<file path="config.mk">
export PLATFORM = sky130hd
export DESIGN_NAME = dma_rd_port
export DESIGN_NICKNAME = d
export VERILOG_FILES = /design/src/rtl/dma_pkg.sv /design/src/rtl/dma_rd_port.sv
export SDC_FILE = /design/constraint.sdc
export NUM_CORES = 1
export LEC_CHECK = 0
export CAP_MARGIN = 20
export CORE_MARGIN = 3
export CORE_UTILIZATION = 41
export DETAILED_ROUTE_END_ITERATION = 16
export GPL_TIMING_DRIVEN = 1
export PLACE_DENSITY = 0.76
export SYNTH_ARGS = -nofsm -noshare
export SYNTH_HDL_FRONTEND = slang
export SYNTH_SLANG_ARGS = --single-unit
</file>
<file path="constraint.sdc">
create_clock -name clk -period 1.7 [get_ports clk]
set_clock_uncertainty 0.15 [all_clocks]
set_input_delay 0.425 -clock clk [delete_from_list [all_inputs] [get_ports clk]]
set_output_delay 0.425 -clock clk [all_outputs]
set_load 0.005 [all_outputs]
</file>
<file path="src/rtl/dma_pkg.sv">
// Types and constants shared by the DMA port adapters that sit in front of the DDR controller.
package dma_pkg;
    localparam int ADDR_W = 30;
    localparam int DATA_W = 32;
    localparam int HALF_W = 16;

    localparam logic [2:0] MIG_CMD_READ = 3'b001;

    typedef enum logic [2:0] {
        ST_IDLE,
        ST_CMD,
        ST_WAIT,
        ST_LO,
        ST_HI,
        ST_DONE
    } rd_state_t;
endpackage

</file>
<file path="src/rtl/dma_rd_port.sv">
// Read-side DMA port: issues one burst read to the DDR controller, then streams each
// 32-bit FIFO word to the engine as two fp16 halves, low half first.
module dma_rd_port
    import dma_pkg::*;
#(
    parameter int BURST_LEN = 16
) (
    input  logic              clk,
    input  logic              rst,
    input  logic              reads_en,
    input  logic [ADDR_W-1:0] addr,
    output logic [HALF_W-1:0] ob_data,
    output logic              ob_we,
    output logic              busy,
    output logic              burst_done,
    output logic              err,
    output logic              cmd_en,
    output logic [2:0]        cmd_instr,
    output logic [5:0]        cmd_bl,
    output logic [ADDR_W-1:0] cmd_byte_addr,
    input  logic              cmd_full,
    output logic              rd_en,
    input  logic [DATA_W-1:0] rd_data,
    input  logic              rd_empty,
    input  logic              rd_error,
    input  logic              rd_overflow
);
    localparam logic [6:0] LAST_WORD = 7'(BURST_LEN);

    rd_state_t         state_q, state_d;
    logic [6:0]        cnt_q, cnt_d;
    logic [DATA_W-1:0] hold_q, hold_d;
    logic [ADDR_W-1:0] addr_d;
    logic [HALF_W-1:0] ob_data_d;
    logic              cmd_en_d, rd_en_d, ob_we_d, busy_d, burst_done_d;

    assign cmd_instr = MIG_CMD_READ;
    assign cmd_bl    = 6'(BURST_LEN - 1);

    always_ff @(posedge clk or negedge rst) begin
        if (!rst) begin
            state_q       <= ST_IDLE;
            cnt_q         <= '0;
            hold_q        <= '0;
            cmd_byte_addr <= '0;
            cmd_en        <= 1'b0;
            rd_en         <= 1'b0;
            ob_we         <= 1'b0;
            ob_data       <= '0;
            busy          <= 1'b0;
            burst_done    <= 1'b0;
            err           <= 1'b0;
        end else begin
            state_q       <= state_d;
            cnt_q         <= cnt_d;
            hold_q        <= hold_d;
            cmd_byte_addr <= addr_d;
            cmd_en        <= cmd_en_d;
            rd_en         <= rd_en_d;
            ob_we         <= ob_we_d;
            ob_data       <= ob_data_d;
            busy          <= busy_d;
            burst_done    <= burst_done_d;
            err           <= err | rd_error | rd_overflow;
        end
    end

    // Outputs are computed one edge ahead so every port leaves a flop.
    always_comb begin
        state_d      = state_q;
        cnt_d        = cnt_q;
        hold_d       = hold_q;
        addr_d       = cmd_byte_addr;
        ob_data_d    = ob_data;
        busy_d       = busy;
        cmd_en_d     = 1'b0;
        rd_en_d      = 1'b0;
        ob_we_d      = 1'b0;
        burst_done_d = 1'b0;
        case (state_q)
            ST_IDLE: begin
                if (reads_en) begin
                    state_d  = ST_CMD;
                    addr_d   = addr & ~30'h3;
                    cmd_en_d = !cmd_full;
                    busy_d   = 1'b1;
                end
            end
            // A strobe already on the wire is the accepted command; otherwise retry.
            ST_CMD: begin
                if (cmd_en) state_d = ST_WAIT;
                else        cmd_en_d = !cmd_full;
            end
            ST_WAIT: begin
                if (!rd_empty) begin
                    state_d = ST_LO;
                    rd_en_d = 1'b1;
                    hold_d  = rd_data;
                end
            end
            ST_LO: begin
                ob_we_d   = 1'b1;
                ob_data_d = hold_q[15:0];
                state_d   = ST_HI;
            end
            ST_HI: begin
                ob_we_d   = 1'b1;
                ob_data_d = hold_q[31:16];
                cnt_d     = cnt_q + 7'd1;
                state_d   = (cnt_d == LAST_WORD) ? ST_DONE : ST_WAIT;
            end
            // First edge raises burst_done; second edge drops it and returns to IDLE.
            ST_DONE: begin
                if (!burst_done) begin
                    burst_done_d = 1'b1;
                    busy_d       = 1'b0;
                    cnt_d        = '0;
                end else begin
                    state_d = ST_IDLE;
                end
            end
            default: state_d = ST_IDLE;
        endcase
    end
endmodule

</file>
== After elaboration in Yosys (flattened, before gate mapping) ==
Cells that the tools add are included.
Word-level totals
  output and inout port bits: 61
  flip-flop bits (word level): 92
  input bits: 69
Operators by class
  bitwise logic cells: 3
  equal/unequal tests: 11
  reductions and logical operators: 11
  add/subtract/negate cells: 1
  multiplexer cells: 20
Operators by type and width (number)
  $pmux 16 s2: 1
  $pmux 3 s6: 1
  $mux 3: 5
  $pmux 7 s2: 1
  $ne 2x2->1 const B: 5
  $mux 1: 9
  $add 7x1->7 const B: 1
  $eq 7x5->1 const B: 1
  $mux 7: 1
  $eq 3x2->1 const B: 2
  $eq 3x3->1 const B: 2
  $reduce_and 2->1: 3
  $reduce_bool 2->1: 3
  $pmux 1 s2: 2
  $reduce_and 4->1: 1
  $eq 3x1->1 const B: 1
  $logic_not 3->1: 1
  $reduce_and 3->1: 1
  $or 1x1->1: 2
  $reduce_or 2->1: 1
  $logic_not 1->1: 1
  $not 1->1: 1

== Depth between registers and ports, before layout ==
  depth after elaboration: 4
  gate-level depth with buffers: 6
  gate-level depth less buffers: 5

== Worst setup path before layout ==
No wires, ideal clock.
  path type: register -> register
  start point: reg state_q[0]
  end point: reg hold_q[14]
  stages on the path, launching flop included: 5
  arrival time: 1510 ps
  path buffers: 2
  library setup time: 125 ps
  period minus slack after synthesis: 1785 ps
  path slack: -85 ps
  cells stage by stage: dfrtp_1 -> buf_2 -> nor4b_4 -> buf_6 -> mux2_2
On the way
  word-level cells in the longest chain between the ends: 2
RTL lines
  start, declared: RTL line dma_rd_port.sv:30  | rd_state_t state_q, state_d;
  start signal, assigned: RTL line dma_rd_port.sv:54  | state_q <= state_d;
  $eq 3x2->1: RTL line dma_rd_port.sv:80  | case (state_q)
  $reduce_and 2->1 (no line)
  end signal, assigned: RTL line dma_rd_port.sv:56  | hold_q <= hold_d;
  end, declared: RTL line dma_rd_port.sv:32  | logic [DATA_W-1:0] hold_q, hold_d;
Every way passes these cells.
A chain may end at the register's enable or synchronous reset.

== Worst setup path after layout ==
  start point: reg state_q[2]
  end point: reg ob_data[14]
On the way
  word-level cells in the longest chain between the ends: 2
  elaborated cells on any way between the ends: 4
RTL lines
  $eq 3x3->1 or $eq 3x2->1 (tied branches): RTL line dma_rd_port.sv:80
  $pmux 16 s2 or $reduce_bool 2->1 (tied branches)
  end signal, assigned: RTL line dma_rd_port.sv:61  | ob_data <= ob_data_d;
  end, declared: RTL line dma_rd_port.sv:12  | output logic [HALF_W-1:0] ob_data,
Parallel ways exist; a longest one is shown, timed or not.

==> flow_summary.toml <==
[sta]
rsz0062_at_grt = "yes"
max_freq_ghz = 0.573
hold_violations = 0
setup_ws_ps = -45.0
drv_slew = 0
min_period_over_period_pct = 103
fin_crit_ps = 1740
setup-violations-final = 35

[floorplan]
coreArea_um2 = 8980
initial_core_util_pct = 43.5
die_area_um2 = 10700
die_w_um = 104
pin_count = 130
die_h_um = 104
rows = 34

[routing]
viasPerCell = 5.03
first_pass_iters = 4
wl_mm = 10.2
via_count = 2940
drt-initial-drc-count = 146
drc = 0
routedWlPerCell_um = 17.4
antenna_left = 0

[final_layout]
final_common_cell = "dfrtp_1"
layout_common_cells = "dfrtp_1 (89), clkdlybuf4s50_1 (63), dlygate4sd2_1 (51), mux2_4 (44), nand2_1 (40)"
stdcell_count = 585
nNetsFinal = 525
antenna_cells = 0
fillers = 723
drive_above_1_share_pct = 28.3
syn_to_final_growth_pct = 52.3

[clock_network]
cts_root_buffer = "clkbuf_8"
cts_buffers = 9
clk_latency_ps = 350
clk_pin_slew_ps = 100
htree_levels = 3
cts_sinks = 92
clock_path_buffers = 2
tritoncts = "yes"

[logic_synthesis]
ys_types = 41
syn_area_um2 = 3900
ys_ff_latch = 92
yosysTopAreaCellShare_pct = 59.0
yosysWarnings = 0
yosysSeqAreaShare_pct = 59.0
synth_area_leaders = "dfrtp_1 (59%), mux2_2 (17%), nand2_1 (3.8%)"
ys_async_sr_fraction_pct = 100
avgSynthCellArea_um2 = 12.4
synthCells = 316
synth_flop_cell = "dfrtp_1"
synth_edf_count = 0
synth_top_cell_by_area = "dfrtp_1"

[outcome]
violations = "setup timing"
status = "finished with violations"

[critical_path]
crit_arrival_ps = 1870
worstSetupPathType = "reg -> reg"
critical_path.startpoint = "state_q[2]$_DFFE_PN0P_"
setup.worst_path.end_class = "flip-flop"
rr_startpoint = "state_q[2]$_DFFE_PN0P_"
startpoint_type = "flip-flop"
path_max_fanout = 8
required_ps = 1830

[pwr]
finalPower_mw = 10.2
internal_power_mw = 6.99
p_sw_mw = 3.21
sw_frac_of_total_pct = 31.4
irDropWorstVdd_uv = 721
combPwrFrac_pct = 45.3
leakagePower_nw = 2.67
power.density_nw_per_um2 = 1720
power_frac_clock_pct = 16.5
p_seq_share_pct = 38.2

[global_routing]
grt_pass1_vias = 2893
grt_max_degree = 93
grt_pass1_wl_mm = 14.2
antenna_found_initial = 0
grt_overflow = 0
grtUsageTotal_pct = 16.4

[placed_design]
gp_congestion = 0.822
dpl.cell_count = 550
dp_hpwl_mm = 5.86
io_buffers = 116

[hold_path]
hp-class = "reg -> reg"
hold_path.startpoint = "err$_DFF_PN0_"

[run]
maxCapViolations = 0
-- layer usage --
| metal | GRT usage [%] | vias up | share of wire [%] |
|---|---|---|---|
| met1 | 20.5 | 1484 | 43 |
| met3 | 3.86 | 10 | 5.7 |
| met5 | 0 | - | 0 |
| met2 | 27.9 | 91 | 50 |
| li1 | - | 1355 | - |
| met4 | 5.79 | 0 | 1.5 |
-- sequential cells by signal (all words and copies together) (netlist names) --
name / count
burst_done: 1
busy: 1
cmd_byte_addr: 28
cmd_en: 1
cnt_q: 7
err: 1
hold_q: 32
ob_data: 16
ob_we: 1
rd_en: 1
state_q: 3
-- power groups by stage --
stage / Clock (mW) / Combinational [mW] / Sequential, mW
final: 1.68 / 4.62 / 3.90
after global placement: 0 / 3.76 / 3.84
after floorplan: 0 / 2.01 / 3.77
after CTS: 1.71 / 3.57 / 3.84
after detailed placement: 0 / 3.88 / 3.89
after global routing: 1.82 / 5.00 / 4.04
-- through the flow --
step	hold slack, ps	TNS (ps)	worst slack (ps)	util [%]	area [µm²]
final	330	-629	-45.0	66.2	5950
after CTS	334	-240	-21.9	60.9	5470
after global placement	306	-24950	-453	58.3	5240
after global routing	364	-2960	-103	66.2	5950
after floorplan	-20.6	-1140	-40.6	-	3940
after detailed placement	309	-26150	-461	58.3	5240
-- cells by family (layout without fill, tap and decap cells) --
family / Yosys count / count (layout) / share of synthesized area, %
DFF: 92 / 92 / 59.0
and+or+nand+nor: 86 / 86 / 10.8
muxes: 60 / 60 / 17.3
AOI/OAI and AO/OA: 41 / 41 / 6.54
buffers and inverters: 31 / 165 / 5.06
adders and majority gates: 2 / 2 / 0.641
other: 2 / 11 / 0.192
xor gates and xnor gates: 2 / 2 / 0.449
-- worst paths after layout --
check	end	slack [ps]	cells past startpoint
setup / recovery	ob_data[14]$_DFFE_PN0P_	-40	5
hold / removal	err$_DFF_PN0_	330	1
setup reg to reg	ob_data[14]$_DFFE_PN0P_	-40	5
hold reg to reg	err$_DFF_PN0_	330	1
max in group asynchronous	cmd_byte_addr[14]$_DFFE_PN0P_	510	3
min in group asynchronous	rd_en$_DFF_PN0_	490	3
-- repair_timing --
item	CTS	global route
setup buffers	4	5
pin swaps	1	4
gates resized for setup	57	67
endpoints found under the hold margin	86	0
endpoints found under the setup margin	126	79
cloned	0	9
hold buffers	1	0
-- critical path, stage by stage, from the launching register on --
cell,delay [ps]
dfrtp_2,490
or3b_4,450
o21ai_4,140
clkbuf_16,240
nor2_1,50
a31oi_1,160
-- final cells by class --
type / count / area, µm² / area share (%)
Sequential cell: 92 / 2310 / 38.8
Multi-Input combinational cell: 202 / 1690 / 28.4
Timing Repair Buffer: 147 / 1550 / 26.1
Tap cell: 126 / 158 / 2.65
Clock buffer: 11 / 151 / 2.55
Clock inverter: 5 / 83.8 / 1.41
Inverter: 2 / 7.51 / 0.126
-- cells in the mapped netlist, types with 3 or more instances --
library cell	count
dfrtp_1	92
buf_6	3
buf_2	8
buf_4	13
o21ai_0	11
mux2_2	59
a21oi_1	3
nor2_1	20
nor3_1	3
a31oi_1	18
clkbuf_1	5
nand2_1	40
nand2b_1	5
Power figures use the tool's default switching activity.
